===== config.mk =====
export PLATFORM = sky130hd
export DESIGN_NAME = fft_stage_sequencer
export DESIGN_NICKNAME = d
export VERILOG_FILES = /design/src/rtl/fft_stage_sequencer.sv
export SDC_FILE = /design/constraint.sdc
export NUM_CORES = 1
export LEC_CHECK = 0
export BUFFER_PORTS_ARGS = -buffer_cell sky130_fd_sc_hd__buf_2
export CAP_MARGIN = 0
export CORE_MARGIN = 5
export CORE_UTILIZATION = 35
export DETAILED_ROUTE_END_ITERATION = 10
export SKIP_CTS_REPAIR_TIMING = 1
export SLEW_MARGIN = 20
export SYNTH_ARGS = -nofsm -noshare
export SYNTH_HDL_FRONTEND = slang
export SYNTH_SLANG_ARGS = --single-unit

===== constraint.sdc =====
create_clock -name clk_i -period 7.6 [get_ports clk_i]
set_input_delay 1.52 -clock clk_i [delete_from_list [all_inputs] [get_ports clk_i]]
set_output_delay 1.52 -clock clk_i [all_outputs]
set_load 0.02 [all_outputs]

===== src/rtl/fft_stage_sequencer.sv =====
// fft_stage_sequencer: drives a radix-2 in-place DIT FFT over one butterfly
// unit and a dual-port sample RAM. One butterfly is read per ISSUE cycle; the
// twiddle angle and the write-back addresses ride delay lines so that they
// line up with the RAM read data and with the butterfly output respectively.
// After each stage the read+CORDIC pipeline drains completely, so the next
// stage only ever reads samples that have already been written back.
//
// Handshake: start_i is a plain level sampled only while IDLE (one cycle high
// is enough, extra cycles outside IDLE are ignored). There is no backpressure:
// once started, the RAM and butterfly must accept one operation per ISSUE
// cycle, and rd_en_o / wr_en_o are single-cycle strobes, one per butterfly.
module fft_stage_sequencer #(
   parameter  int N_LOG2     = 4,
   parameter  int FRAC_BITS  = 15,
   parameter  int RD_LAT     = 1,
   parameter  int CORDIC_LAT = 16,
   localparam int SW         = (N_LOG2 > 1) ? $clog2(N_LOG2) : 1,
   localparam int TW         = FRAC_BITS + 1
) (
   input  logic              clk_i,
   input  logic              rst,
   input  logic              start_i,
   output logic              busy_o,
   output logic              done_o,
   output logic [SW-1:0]     stage_o,
   output logic              rd_en_o,
   output logic [N_LOG2-1:0] rd_addr_a_o,
   output logic [N_LOG2-1:0] rd_addr_b_o,
   output logic [TW-1:0]     twid_o,
   output logic              wr_en_o,
   output logic [N_LOG2-1:0] wr_addr_a_o,
   output logic [N_LOG2-1:0] wr_addr_b_o,
   output logic [1:0]        state_o
);

   localparam int LAT = RD_LAT + CORDIC_LAT;
   localparam int KW  = N_LOG2 - 1;
   localparam int DW  = $clog2(LAT + 1);

   // FSM encoding; IDLE is all-zero so the debug state reads 0 out of reset.
   localparam logic [1:0] S_IDLE  = 2'd0;
   localparam logic [1:0] S_ISSUE = 2'd1;
   localparam logic [1:0] S_DRAIN = 2'd2;
   localparam logic [1:0] S_DONE  = 2'd3;

   localparam logic [KW-1:0] K_LAST = '1;
   localparam logic [DW-1:0] D_LAST = DW'(LAT - 1);
   localparam logic [SW-1:0] S_LAST = SW'(N_LOG2 - 1);

   logic [1:0]    state_q;
   logic [SW-1:0] stage_q;
   logic [KW-1:0] k_q;
   logic [DW-1:0] drain_q;

   logic [N_LOG2-1:0] k_ext;
   logic [N_LOG2-1:0] half_c;
   logic [N_LOG2-1:0] j_c;
   logic [N_LOG2-1:0] g_base_c;
   logic [N_LOG2-1:0] addr_a_c;
   logic [N_LOG2-1:0] addr_b_c;
   logic [SW-1:0]     m_sh_c;
   logic [TW-1:0]     m_ext;
   logic [TW-1:0]     twid_c;

   // Twiddle delay line: valid + angle, RD_LAT deep, last element holds.
   logic          tv_q [RD_LAT];
   logic [TW-1:0] tw_q [RD_LAT];

   // Write-back delay line: valid + both addresses, LAT deep.
   logic              wv_q [LAT];
   logic [N_LOG2-1:0] wa_q [LAT];
   logic [N_LOG2-1:0] wb_q [LAT];

   // Stage / butterfly / drain sequencing.
   always_ff @(posedge clk_i or posedge rst) begin
      if (rst) begin
         state_q <= S_IDLE;
         stage_q <= '0;
         k_q     <= '0;
         drain_q <= '0;
      end else begin
         case (state_q)
            S_IDLE: begin
               if (start_i) begin
                  state_q <= S_ISSUE;
                  stage_q <= '0;
                  k_q     <= '0;
               end
            end
            S_ISSUE: begin
               if (k_q == K_LAST) begin
                  state_q <= S_DRAIN;
                  drain_q <= '0;
               end else begin
                  k_q <= k_q + KW'(1);
               end
            end
            S_DRAIN: begin
               if (drain_q == D_LAST) begin
                  if (stage_q == S_LAST) begin
                     state_q <= S_DONE;
                  end else begin
                     state_q <= S_ISSUE;
                     stage_q <= stage_q + SW'(1);
                     k_q     <= '0;
                  end
               end else begin
                  drain_q <= drain_q + DW'(1);
               end
            end
            default: begin
               state_q <= S_IDLE;
            end
         endcase
      end
   end

   // Butterfly addressing and twiddle angle for (stage_q, k_q).
   // addr_a = g*2*half + j is k with its upper bits (above the stage bit)
   // shifted left by one; addr_b sets the stage bit, which is always clear in
   // addr_a. The angle is -m/N of a turn, formed as an unsigned wrap-around.
   always_comb begin
      k_ext    = {1'b0, k_q};
      half_c   = N_LOG2'(1) << stage_q;
      j_c      = k_ext & (half_c - N_LOG2'(1));
      g_base_c = (k_ext & ~(half_c - N_LOG2'(1))) << 1;
      addr_a_c = g_base_c | j_c;
      addr_b_c = addr_a_c | half_c;
      m_sh_c   = S_LAST - stage_q;
      m_ext    = TW'(j_c << m_sh_c);
      twid_c   = TW'(0) - (m_ext << (TW - N_LOG2));
   end

   // Twiddle alignment: the angle reaches twid_o RD_LAT cycles after its read
   // and stays there until the next butterfly's angle arrives.
   always_ff @(posedge clk_i or posedge rst) begin
      if (rst) begin
         for (int i = 0; i < RD_LAT; i++) begin
            tv_q[i] <= 1'b0;
            tw_q[i] <= '0;
         end
      end else begin
         tv_q[0] <= rd_en_o;
         if (RD_LAT == 1) begin
            if (rd_en_o) tw_q[0] <= twid_c;
         end else begin
            tw_q[0] <= twid_c;
         end
         for (int i = 1; i < RD_LAT; i++) begin
            tv_q[i] <= tv_q[i-1];
            if (i == RD_LAT - 1) begin
               if (tv_q[i-1]) tw_q[i] <= tw_q[i-1];
            end else begin
               tw_q[i] <= tw_q[i-1];
            end
         end
      end
   end

   // Write-back alignment: addresses enter already zeroed when no read is
   // issued, so idle slots come out with wr_addr_* = 0.
   always_ff @(posedge clk_i or posedge rst) begin
      if (rst) begin
         for (int i = 0; i < LAT; i++) begin
            wv_q[i] <= 1'b0;
            wa_q[i] <= '0;
            wb_q[i] <= '0;
         end
      end else begin
         wv_q[0] <= rd_en_o;
         wa_q[0] <= rd_addr_a_o;
         wb_q[0] <= rd_addr_b_o;
         for (int i = 1; i < LAT; i++) begin
            wv_q[i] <= wv_q[i-1];
            wa_q[i] <= wa_q[i-1];
            wb_q[i] <= wb_q[i-1];
         end
      end
   end

   // Output decode straight from registered state, so reset clears them at once.
   always_comb begin
      rd_en_o     = (state_q == S_ISSUE);
      rd_addr_a_o = rd_en_o ? addr_a_c : '0;
      rd_addr_b_o = rd_en_o ? addr_b_c : '0;
      busy_o      = (state_q == S_ISSUE) || (state_q == S_DRAIN);
      done_o      = (state_q == S_DONE);
      stage_o     = stage_q;
      state_o     = state_q;
      twid_o      = tw_q[RD_LAT-1];
      wr_en_o     = wv_q[LAT-1];
      wr_addr_a_o = wa_q[LAT-1];
      wr_addr_b_o = wb_q[LAT-1];
   end

endmodule

# Word-level counts from Yosys, hierarchy flattened

Index checks and enable logic that the tools add are counted.

Output and inout port bits: 40
Logic and storage cells: 109
Input port bits: 3
Register bits after elaboration: 181

Reduce and logical (&&, ||, !) cells: 9
Multiplexer cells: 19
Equal/unequal tests: 12
Bitwise logic cells: 5
$add $sub $neg: 6
Shift-type cells: 2

Operator list:

| cell                  | number |
|---|---|
| $sub 1x16->16 const A | 1 |
| $mux 2                | 7 |
| $mux 3                | 4 |
| $mux 5                | 2 |
| $ne 2x2->1 const B    | 5 |
| $pmux 5 s2            | 1 |
| $pmux 3 s3            | 1 |
| $mux 4                | 2 |
| $or 4x4->4            | 2 |
| $eq 2x2->1 const B    | 3 |
| $pmux 2 s3            | 1 |
| $reduce_and 3->1      | 2 |
| $add 5x1->5 const B   | 1 |
| $eq 5x5->1 const B    | 1 |
| $reduce_and 5->1      | 1 |
| $and 3x4->4           | 1 |
| $pmux 2 s2            | 1 |
| $reduce_and 4->1      | 1 |
| $reduce_bool 2->1     | 2 |
| $shl 1x2->4 const A   | 1 |
| $shl 4x2->4           | 1 |
| $sub 4x1->4 const B   | 1 |
| $add 3x1->3 const B   | 1 |
| $and 3x3->3           | 1 |
| other kinds (9)       | 9 |

# Logic depth before layout (Yosys ltp)

Gate-level depths: netlist (run 1).

Depth after elaboration: 7
Mapped depth: 9
Depth with buffers taken out: 9

# Worst setup path after synthesis (run 1)

Ideal clock, no wire load.

Kind: reg2out
Start: register stage_q[0], in the netlist stage_o[0]
End: output port rd_addr_b_o[1]
Path slack: 4.091 ns
Buffers on the path: 0
Stages on the path, launching flop included: 7
Data arrival time: 1.989 ns
Data required time: 6.080 ns
Path through: dfrtp_1 -> inv_1 -> ha_1 -> xnor2_1 -> nand2_1 -> a21oi_1 -> a21o_1

Cells in the longest elaborated chain, start to end: 7
Elaborated cells on any way between the ends: 8
Classes of those cells: 1 x add/sub; 1 x shift; 1 x mux; 5 x bitwise

Ends and longest elaborated chain:

| what                   | RTL line | text |
|---|---|---|
| start, declared        | 51       | `logic [SW-1:0] stage_q;` |
| start signal, assigned | 104      | `stage_q <= stage_q + SW'(1);` |
| $shl 1x2->4 *          | 124      | `half_c = N_LOG2'(1) << stage_q;` |
| $sub 4x1->4            | 126      | `g_base_c = (k_ext & ~(half_c - N_LOG2'(1))) << 1;` |
| $not 3->3              | 126      |  |
| $and 3x3->3            | 126      |  |
| $or 4x4->4             | 127      | `addr_a_c = g_base_c \| j_c;` |
| $or 4x4->4 *           | 128      | `addr_b_c = addr_a_c \| half_c;` |
| $mux 4 *               | 185      | `rd_addr_b_o = rd_en_o ? addr_b_c : '0;` |
| end, declared          | 28       | `output logic [N_LOG2-1:0] rd_addr_b_o,` |

Mark *: on every way between the ends. The rest lies on a longest branch, timed or not.

# Final worst setup path (run 1)

Same ends and word-level chain as after synthesis.

==> results of run 1 <==
==> report_power, final <==
group / switching, mW / internal [mW] / total, mW
sequential: 0.0818 / 1.10 / 1.18
clock: 0.343 / 0.431 / 0.774
combinational: 0.245 / 0.134 / 0.379
total: 0.670 / 1.66 / 2.33
==> routing by layer <==
metal	share of wire	wire length [um]	up-vias
met1	0.44	2990	1170
met4	0.029	195	0
met2	0.47	3180	57
met3	0.055	369	15
li1	-	-	1039
met5	0	0	-
==> cells by family (layout without fill, tap and decap cells) <==
group | after synthesis | in the layout | synth area share
AO/OA/AOI/OAI | 30 | 30 | 0.0402
XOR/XNOR | 3 | 3 | 0.00509
adder cells (fa/ha/maj) | 13 | 13 | 0.0315
buffers and inverters | 33 | 74 | 0.0388
flip-flops | 169 | 169 | 0.819
multiplexers | 8 | 8 | 0.0158
other | 1 | 12 | 0.000726
AND/OR/NAND/NOR | 45 | 45 | 0.0487
==> flip-flops by register name, indices dropped and copies added (netlist names) <==
register	flops
wa_q	64
k_q	3
wb_q	64
twid_o	4
wv_q	16
wr_addr_b_o	4
drain_q	5
wr_en_o	1
wr_addr_a_o	4
state_o	2
stage_o	2
==> area by class of cell <==
class | instances | area, um2 | share of cell area
flip-flops and latches | 169 | 4230 | 0.708
multi-input cells | 111 | 774 | 0.130
clock buffers | 20 | 447 | 0.0747
well taps | 184 | 230 | 0.0385
repair buffers | 31 | 158 | 0.0264
clock inverters | 12 | 92.6 | 0.0155
inverters | 11 | 46.3 | 0.00775
==> path summary, 6_finish.rpt <==
path | from | end | slack, ns | cells after the start
setup / recovery | stage_o[0] | rd_addr_b_o[1] | 3.74 | 7
hold / removal | wa_q[31] | wa_q[27] | 0.34 | 0
setup reg to reg | stage_o[0] | twid_o[13] | 5.34 | 8
hold reg to reg | wa_q[31] | wa_q[27] | 0.34 | 0
max in group asynchronous | rst | wb_q[25] | 4.95 | 3
min in group asynchronous | rst | wa_q[7] | 1.31 | 2
==> cells in the final DEF, fill, tap and decap left out, types with 2 or more instances in the layout <==
cell,count
a21oi_1,3
a211oi_1,2
and2_1,3
clkbuf_16,17
buf_2,30
nor2_1,12
o21ai_1,9
nand4_1,2
o21ai_0,2
clkinv_4,2
nand2_1,14
inv_2,3
nand3_1,4
o21a_1,3
conb_1,12
nand2b_1,2
dfrtp_1,169
inv_6,4
clkinv_2,3
nor2b_1,2
mux2i_1,7
clkbuf_1,2
ha_1,13
xnor2_1,2
clkinvlp_4,3
nor3_1,2
inv_1,7
==> metrics by stage <==
step | hold slack (ns) | util
after floorplan | 0.331 | -
after global placement | 0.331 | 0.376
after detailed placement | 0.335 | 0.376
after CTS | 0.345 | 0.413
after global routing | 0.346 | 0.413
final | 0.340 | 0.413
==> results by stage, run 1 <==
Yosys:
- The area fraction of the dominant cell type after synthesis is 0.819.
- Yosys attributes the largest share of cell area to dfrtp_1 82%, ha_1 3.2%, buf_4 2.9%.
- Among all flip-flop cells after synthesis, the most frequent one is dfrtp_1.
- The synthesized netlist cell count is 302.
- In this run, synthesis produced a sequential element count of 169.
- The average cell area after synthesis is 17.1 um2.
- After synthesis the cells add up to 0.00516 mm2.
- The async set-reset flop share out of synthesis is 1.00.
- The distinct cell type count of the synthesized netlist is 40.
- For this run, the register share of the synthesized area comes to 0.819.
- By count the netlist is led by 169 x dfrtp_1, 20 x buf_4, 14 x nand2_1, 13 x ha_1, 12 x nor2_1.
- The number of warning messages in the yosys log is 0.
- The library cell with the highest instance count after synthesis is dfrtp_1.
- The synthesized design contains 0 enable-type register cells.
- The dominant cell type by area after synthesis is dfrtp_1.

Floorplan:
- The starting density of the core is 0.357.
- The initialized floorplan defines 44 standard-cell rows.
- The I/O pin count is 43.
- The core region is 0.0145 mm2.
- From left edge to right edge, the die measures 131 um.
- The overall die height is 131 um.
- The area of the die is 0.0173 mm2.

STA:
- The clock period minus final worst setup slack is 3.86 ns.
- Headroom to the max-slew limit came out at 0.409.
- The highest clock frequency the design can meet is 259 MHz.
- The post-route fraction of the period consumed by the critical path is 0.508.
- For the pin with the worst max-slew slack, the measured transition is 0.886 ns.
- Setup repair after global routing left no endpoint under its margin.
- The setup-violating endpoint count in the final report is 0.
- In the final timing run, aggregate negative setup slack is 0 ns.
- The worst setup skew after layout is 0.00741 ns.
- The final number of hold-violating endpoints was 0.
- The setup slack of the critical path after layout is 3.74 ns.
- The number of pins with negative max-slew slack in the final report came to 0.

Global routing:
- The fraction of met1 tracks used by global routing is 0.104.
- The aggregate global routing overflow is 0.
- After global routing, the most crowded layer is met2.
- The met3 usage is 0.0359.
- The maximum number of pins on one net before global-route repair is 106.
- The global-route usage over all layers is 0.0855.
- The via count of the first global-routing pass is 2,479.
- The first global-routing pass estimated 11.7 mm of wire.
- The met2 demand-to-capacity share in global routing is 0.125.
- The initial antenna violation count is 0.

Drt:
- After detailed routing, the number of remaining DRC violations is 0.
- The initial DRC count is 147.
- The first detailed-routing pass ran for 4 iterations.
- The sum of routed wire length over all layers is 6.73 mm.
- The detail-routed via count per cell is 4.24.
- The count of nets left with antenna violations once routing finished came out at 0.
- The routed length per placed instance is 12.5 um.
- The count of vias placed by the detailed router is 2,281.

Worst setup path:
- The slowest cell on the critical path is dfrtp_1.
- The startpoint type of the worst setup path is a flop.
- In this run the worst path has a maximum fanout of 9.
- The signal on the critical path passes through inv_1, ha_1, xnor2_1, nand2_1, a21oi_1, a21o_1, buf_2.
- Broken down by cell family, the worst path's largest delay share belongs to flip-flops.
- The required time reported for the critical path endpoint is 6.08 ns.
- The sort of element at the end of the critical path is an output port.
- At the worst endpoint, the arrival time is 2.34 ns.
- The setup path with the least slack is of type flop to output port.
- The number of buffers and inverters on the critical path is 2.
- In this design, the stage delay of the slowest critical-path cell is 0.50 ns.

Layout:
- The final layout contains 357 nets.
- With fillers left out, the area of the finished cells amounts to 0.00598 mm2.
- The count of antenna diodes in the layout is 0.
- The final cell count without fillers is 538.
- Of the cells placed in the final design, the portion with a size suffix greater than 1 is 0.195.
- The layout has 1,292 filler cells.
- The synthesis-to-finish area growth is 15.8%.

Clock network:
- CTS built an H-tree with a depth of 4.
- After clock tree synthesis, the clock-pin slew on the worst setup and hold paths is 0.06 ns.
- In this run the clock root is driven by a clkbuf_16.
- TritonCTS built the clock tree.
- The worst-case clock buffer depth is 2.
- Buffers inserted during clock tree synthesis total 17.
- The total clock sinks is 169.
- The clock insertion delay at the later pin of the skew report is 0.41 ns.

Placement:
- The number of placed instances, taps included, is 506.
- The global placer's final weighted congestion is 0.942.
- Timing analysis after detailed placement gives a worst setup slack of 4.18 ns.
- Once placement finished, the instance area stood at 0.00544 mm2.
- Detailed placement finished with a half-perimeter wire length of 3.95 mm.
- The number of port buffers is 30.

Pwr:
- For this design the ratio of total power to cell area is 390 mW/mm2.
- The cell leakage power is 3.10 nW.
- The maximum vdd drop is 0.246 mV.
- The completed layout was analyzed and its total power is 2.33 mW.

Min path:
- The min-delay analysis places its worst path in the category flop to flop.

Flow run:
- The number of max-capacitance violations reported is 0.

Status:
- The run finished with clean final reports.
(Power assumes the default switching activity.)
==> inputs of run 2 (changes only) <==
==> constraint.sdc (replaced) <==
create_clock -name clk_i -period 3.5 [get_ports clk_i]
set_input_delay 0.7 -clock clk_i [delete_from_list [all_inputs] [get_ports clk_i]]
set_output_delay 0.7 -clock clk_i [all_outputs]
set_load 0.02 [all_outputs]
==> run 2 against run 1 <==
Final cell count rose by 0.56%. Register-to-register slack worse by 4.2 ns. Non-clock buffer count is 3 higher. Global-route usage increased by 0.54 points. Cell area up 1.2%. Critical path depth stayed put. Clock-buffer cell count unchanged. Core utilization increased by 0.49 points. Flip-flop and latch count unchanged. Highest routed layer unchanged.
==> results by stage, run 2 (synthesis gave the netlist of run 1 again) <==
Status:
- Run status: completed (unchanged).

STA:
- The number of pins with negative max-slew slack in the final report is 0 (unchanged).
- The final setup TNS is 0 ns (unchanged).
- The setup-violating endpoint count in the final report is 0 (unchanged).
- The worst setup skew after layout was 0.00669 ns (was 0.00741 ns).
- The final number of hold-violating endpoints is 0 (unchanged).
- The setup slack of the critical path after layout is 0.457 ns (was 3.74 ns).
- The worst hold margin is 0.344 ns (was 0.340 ns).
- Unrepaired setup endpoints after global routing: no (unchanged).
- The relative max-transition margin is 0.522 (was 0.409).
- The post-route fraction of the period consumed by the critical path is 0.869.
- The clock period minus final worst setup slack is 3.04 ns.
- The highest clock frequency the design can meet is 329 MHz.
- The measured slew at the worst slew-check pin came to 0.716 ns (was 0.886 ns).

Layout:
- The layout net count is 360 (was 357).
- The synthesis-to-finish area growth is 17.2% (was 15.8%).
- The count of antenna diodes in the layout was 0 (unchanged).
- The fill cell instance count of the final layout is 1,301 (was 1,292).
- The ratio of cells with drive above 1 in the final layout was 0.202 (was 0.195).
- Leading cell types in the layout, fill and taps excluded: 169 x dfrtp_1, 30 x buf_2, 17 x clkbuf_16 (unchanged).
- Leading registers by flop count: wa_q (64), wb_q (64), wv_q (16) (unchanged).
- The most common cell after layout, fill and taps aside is dfrtp_1 (unchanged).

Drt:
- The sum of routed wire length over all layers is 7.00 mm (was 6.73 mm).
- The post-detailed-route DRC marker count is 0 (unchanged).
- The count of nets left with antenna violations after detail routing came to 0 (unchanged).
- The routed length per placed instance is 12.9 um (was 12.5 um).
- The iteration count of the initial detailed-routing pass is 4 (unchanged).
- The detail-routed via count per cell is 4.29 (was 4.24).
- The count of vias placed by the detailed router came to 2,319 (was 2,281).
- The initial DRC count is 161 (was 147).

Worst setup path:
- The class of the most critical setup path was flop to output port (unchanged).
- The minimum setup slack among reg-to-reg paths was 1.18 ns (was 5.34 ns).
- The reg-to-reg startpoint is stage_o[0] (unchanged).
- The capture instance of the worst register-to-register path is twid_o[13] (unchanged).
- The depth of the worst register-to-register path is 8 (unchanged).
- The arrival time of data at the critical path endpoint is 2.34 ns (about the same).
- The sort of element at the end of the critical path is an output port (unchanged).
- The largest fanout of any net on the critical path is 9 (unchanged).
- The required time reported for the critical path endpoint came to 2.80 ns (was 6.08 ns).
- The startpoint type of the worst setup path is a flop (unchanged).

Flow run:
- The number of max-capacitance violations reported is 0 (unchanged).

Floorplan:
- The number of rows in the core area is 44 (unchanged).
- The starting density of the core is 0.357 (unchanged).
- The overall die height is 131 um (unchanged).
- The width of the die was 131 um (unchanged).
- The total core area is 0.0145 mm2 (unchanged).
- The area of the die came to 0.0173 mm2 (unchanged).
- The I/O pin count was 43 (unchanged).

Placement:
- The global placer's final weighted congestion is 0.958 (was 0.942).
- The half-perimeter wire length after detailed placement is 4.30 mm (was 3.95 mm).
- The setup slack at placement is 0.959 ns (was 4.18 ns).
- The number of port buffers was 30 (unchanged).

Min path:
- The cell depth of the worst hold path came to 0 (unchanged).
- The launch point of the worst hold path is wa_q[18] (was wa_q[31]).
- The terminating pin of the worst hold path is wa_q[14] (was wa_q[27]).
- The type of the tightest min-delay check is flop to flop (unchanged).

Global routing:
- The via count of the first global-routing pass came to 2,476 (was 2,479).
- The aggregate global routing overflow came to 0 (unchanged).
- The global-route usage over all layers is 0.0908 (was 0.0855).
- The global-route wire length before repair came to 12.6 mm (was 11.7 mm).
- The initial antenna violation count is 0 (unchanged).
- The maximum number of pins on one net before global-route repair is 62 (was 106).

Clock network:
- The H-tree depth is 4 (unchanged).
- The clock insertion delay at the later pin of the skew report is 0.41 ns (about the same).
- The total clock sinks is 169 (unchanged).
- The CTS tree is built (unchanged).
- The total clock buffers created by CTS is 17 (unchanged).
- The root cell of the clock tree is clkbuf_16 (unchanged).
- The worst-case clock buffer depth came to 2 (unchanged).
- The CTS clock-pin slew for the worst setup and hold paths came to 0.06 ns (about the same).

Pwr:
- The cell leakage power was 3.11 nW (was 3.10 nW).
- The ratio of total power to cell area is 852 mW/mm2 (was 390 mW/mm2).
- The maximum vdd drop came to 0.529 mV (was 0.246 mV).
## run 2: layout make-up
cell class	count	area, um2	area share
clock buffers	20	447	0.0739
clock inverters	12	118	0.0194
inverters	11	45.0	0.00745
multi-input cells	111	774	0.128
flip-flops and latches	169	4230	0.699
well taps	184	230	0.0381
repair buffers	34	205	0.0339
## run 2: layer usage
metal	track usage	vias to the layer above	part of all wire
li1	-	1042	-
met4	0.0394	0	0.013
met1	0.123	1216	0.46
met3	0.0382	9	0.055
met2	0.129	52	0.47
met5	0	-	0
## run 2: where the power goes
group	leakage (nW)	internal (mW)	switching, mW
logic	0.549	0.301	0.545
registers	2.31	2.38	0.182
clock network	0.257	1.01	0.742
total	3.11	3.69	1.47
## run 2: critical path, cell delays in order (launching register included)
cell and delay [ns]:
dfrtp_1 0.49, inv_1 0.17, ha_1 0.31, xnor2_1 0.23, nand2_1 0.18, a21oi_1 0.26, a21o_1 0.13, buf_2 0.16
## run 2: stage by stage
stage	utilization	power, mW	std cells	instance area [um2]
floorplan	-	3.20	313	5210
global placement	0.379	3.38	509	5480
detailed placement	0.379	3.44	509	5480
CTS	0.418	5.22	541	6050
global route	0.418	5.45	541	6050
finish	0.418	5.16	541	6050
## run 2: how the worst max path moves through the flow
| stage | start | endpoint | slack, ns |
|---|---|---|---|
| 3_5_place_dp | stage_o[0] | rd_addr_b_o[1] | 0.96 |
| 5_1_grt | stage_o[0] | rd_addr_b_o[1] | 0.27 |
| 6_report | stage_o[0] | rd_addr_b_o[1] | 0.46 |
| 4_1_cts | stage_o[0] | rd_addr_b_o[1] | 0.49 |
| 2_1_floorplan | rst | drain_q[0] | 0.65 |
| 3_3_place_gp | stage_o[0] | rd_addr_b_o[1] | 1.09 |
==> inputs of run 3 (changes only) <==
--- a/config.mk
+++ b/config.mk
@@ -7,9 +7,11 @@
 export LEC_CHECK = 0
 export BUFFER_PORTS_ARGS = -buffer_cell sky130_fd_sc_hd__buf_2
 export CAP_MARGIN = 0
+export CORE_ASPECT_RATIO = 1.25
 export CORE_MARGIN = 5
 export CORE_UTILIZATION = 35
 export DETAILED_ROUTE_END_ITERATION = 10
+export GPL_ROUTABILITY_DRIVEN = 0
 export SKIP_CTS_REPAIR_TIMING = 1
 export SLEW_MARGIN = 20
 export SYNTH_ARGS = -nofsm -noshare
==> run 3 against run 2 <==
Worst hold slack worse by 0.0027 ns. Clock power up 5%. Die area about the same. Clock-buffer cell count unchanged. Critical path depth unchanged. Global-route usage down 0.22 points. Largest cell class unchanged.
==> results by stage, run 3 (synthesis gave the netlist of run 1 again) <==
Drt:
- The detail-routed via count per cell is 4.30 (was 4.29).
- The iteration count of the initial detailed-routing pass is 4 (unchanged).
- The routed length per placed instance is 12.8 um (was 12.9 um).
- The initial DRC count came to 190 (was 161).
- The count of vias placed by the detailed router is 2,301 (was 2,319).
- The sum of routed wire length over all layers came to 6.84 mm (was 7.00 mm).
- The post-detailed-route DRC marker count came to 0 (unchanged).
- The count of nets left with antenna violations after detail routing came to 0 (unchanged).

Clock network:
- The total clock buffers created by CTS came to 17 (unchanged).
- The total clock sinks is 169 (unchanged).
- The root cell of the clock tree is clkbuf_16 (unchanged).
- The CTS clock-pin slew for the worst setup and hold paths is 0.06 ns (about the same).
- The H-tree depth is 4 (unchanged).
- The worst-case clock buffer depth is 2 (unchanged).
- The CTS tree is built (unchanged).
- The clock insertion delay at the later pin of the skew report is 0.41 ns (about the same).

Min path:
- The launch point of the worst hold path was wv_q[16] (was wa_q[18]).
- The cell depth of the worst hold path is 0 (unchanged).
- The type of the tightest min-delay check is flop to flop (unchanged).
- The terminating pin of the worst hold path is wv_q[15] (was wa_q[14]).

Pwr:
- The ratio of total power to cell area is 862 mW/mm2 (was 852 mW/mm2).
- The maximum vdd drop came to 0.543 mV (was 0.529 mV).
- The cell leakage power is 3.13 nW (was 3.11 nW).

Global routing:
- The global-route usage over all layers is 0.0887 (was 0.0908).
- The via count of the first global-routing pass is 2,483 (was 2,476).
- The initial antenna violation count is 0 (unchanged).
- The aggregate global routing overflow is 0 (unchanged).
- The maximum number of pins on one net before global-route repair is 106 (was 62).
- The global-route wire length before repair is 12.1 mm (was 12.6 mm).

Layout:
- The count of antenna diodes in the layout came to 0 (unchanged).
- The most common cell after layout, fill and taps aside was dfrtp_1 (unchanged).
- Leading registers by flop count: wa_q (64), wb_q (64), wv_q (16) (unchanged).
- Leading cell types in the layout, fill and taps excluded: 169 x dfrtp_1, 30 x buf_2, 17 x clkbuf_16 (unchanged).
- The ratio of cells with drive above 1 in the final layout is 0.204 (was 0.202).
- The layout net count was 360 (unchanged).
- The post-layout utilization of the core is 0.419 (was 0.418).
- The synthesis-to-finish area growth is 17.4% (was 17.2%).
- The fill cell instance count of the final layout is 1,278 (was 1,301).

Worst setup path:
- The minimum setup slack among reg-to-reg paths is 1.20 ns (was 1.18 ns).
- The required time reported for the critical path endpoint is 2.80 ns (about the same).
- The depth of the worst register-to-register path was 8 (unchanged).
- The startpoint type of the worst setup path is a flop (unchanged).
- The class of the most critical setup path is flop to output port (unchanged).
- The arrival time of data at the critical path endpoint came to 2.29 ns (was 2.34 ns).
- The largest fanout of any net on the critical path was 9 (unchanged).
- The reg-to-reg startpoint is stage_o[0] (unchanged).
- The capture instance of the worst register-to-register path is twid_o[13] (unchanged).
- The sort of element at the end of the critical path is an output port (unchanged).

Floorplan:
- The I/O pin count is 43 (unchanged).
- The total core area is 0.0145 mm2 (about the same).
- The area of the die is 0.0173 mm2 (about the same).
- The starting density of the core came to 0.357 (about the same).
- The number of rows in the core area is 49 (was 44).
- The width of the die is 119 um (was 131 um).
- The overall die height is 146 um (was 131 um).

Status:
- Run status: completed (unchanged).

Placement:
- The number of port buffers was 30 (unchanged).
- The half-perimeter wire length after detailed placement was 4.12 mm (was 4.30 mm).

STA:
- Unrepaired setup endpoints after global routing: no (unchanged).
- The post-route fraction of the period consumed by the critical path was 0.855 (was 0.869).
- The final setup TNS is 0 ns (unchanged).
- The number of pins with negative max-slew slack in the final report was 0 (unchanged).
- The measured slew at the worst slew-check pin came to 0.561 ns (was 0.716 ns).
- The final number of hold-violating endpoints is 0 (unchanged).
- The clock period minus final worst setup slack was 2.99 ns (was 3.04 ns).
- The highest clock frequency the design can meet is 334 MHz (was 329 MHz).
- The worst setup skew after layout came to 0.00493 ns (was 0.00669 ns).
- The relative max-transition margin is 0.625 (was 0.522).
- The setup-violating endpoint count in the final report was 0 (unchanged).

Flow run:
- The number of max-capacitance violations reported is 0 (unchanged).
## run 3: critical path, cell delays in order, from the launching register on
cell,delay [ns]
dfrtp_1,0.49
inv_1,0.17
ha_1,0.31
xnor2_1,0.24
nand2_1,0.15
a21oi_1,0.25
a21o_1,0.13
buf_2,0.16
## run 3: where the power goes
part	internal, mW	switching [mW]
clock	1.10	0.730
sequential	2.38	0.175
combinational	0.299	0.544
total	3.78	1.45
## run 3: worst max path at each step
stage | to | startpoint
5_1_grt | rd_addr_b_o[1] | stage_o[0]
3_3_place_gp | rd_addr_b_o[1] | stage_o[0]
6_report | rd_addr_b_o[1] | stage_o[0]
4_1_cts | rd_addr_b_o[1] | stage_o[0]
2_1_floorplan | drain_q[0] | rst
3_5_place_dp | rd_addr_b_o[1] | stage_o[0]
## run 3: area by class of cell
type / count / area, um2 / share of cell area
sequential: 169 / 4230 / 0.698
multi-input combinational: 111 / 774 / 0.128
clock buffer: 20 / 457 / 0.0754
tap: 178 / 223 / 0.0367
timing repair buffer: 34 / 193 / 0.0318
clock inverter: 12 / 140 / 0.0231
inverter: 11 / 45.0 / 0.00743
## run 3: routing by layer
metal / GRT usage / routed length [um] / vias up
met5: 0 / 0 / -
li1: - / - / 1053
met2: 0.133 / 3340 / 65
met3: 0.0327 / 371 / 14
met4: 0.0528 / 167 / 0
met1: 0.109 / 2960 / 1169
## run 3: metrics by stage
stage | cell area [um2] | total power [mW] | hold WS [ns] | instances | setup WS, ns
floorplan | 5210 | 3.20 | 0.331 | 313 | 0.645
global placement | 5460 | 3.38 | 0.332 | 503 | 1.08
detailed placement | 5460 | 3.44 | 0.335 | 503 | 0.982
CTS | 6060 | 5.30 | 0.341 | 535 | 0.522
global route | 6060 | 5.53 | 0.346 | 535 | 0.322
finish | 6060 | 5.23 | 0.342 | 535 | 0.507
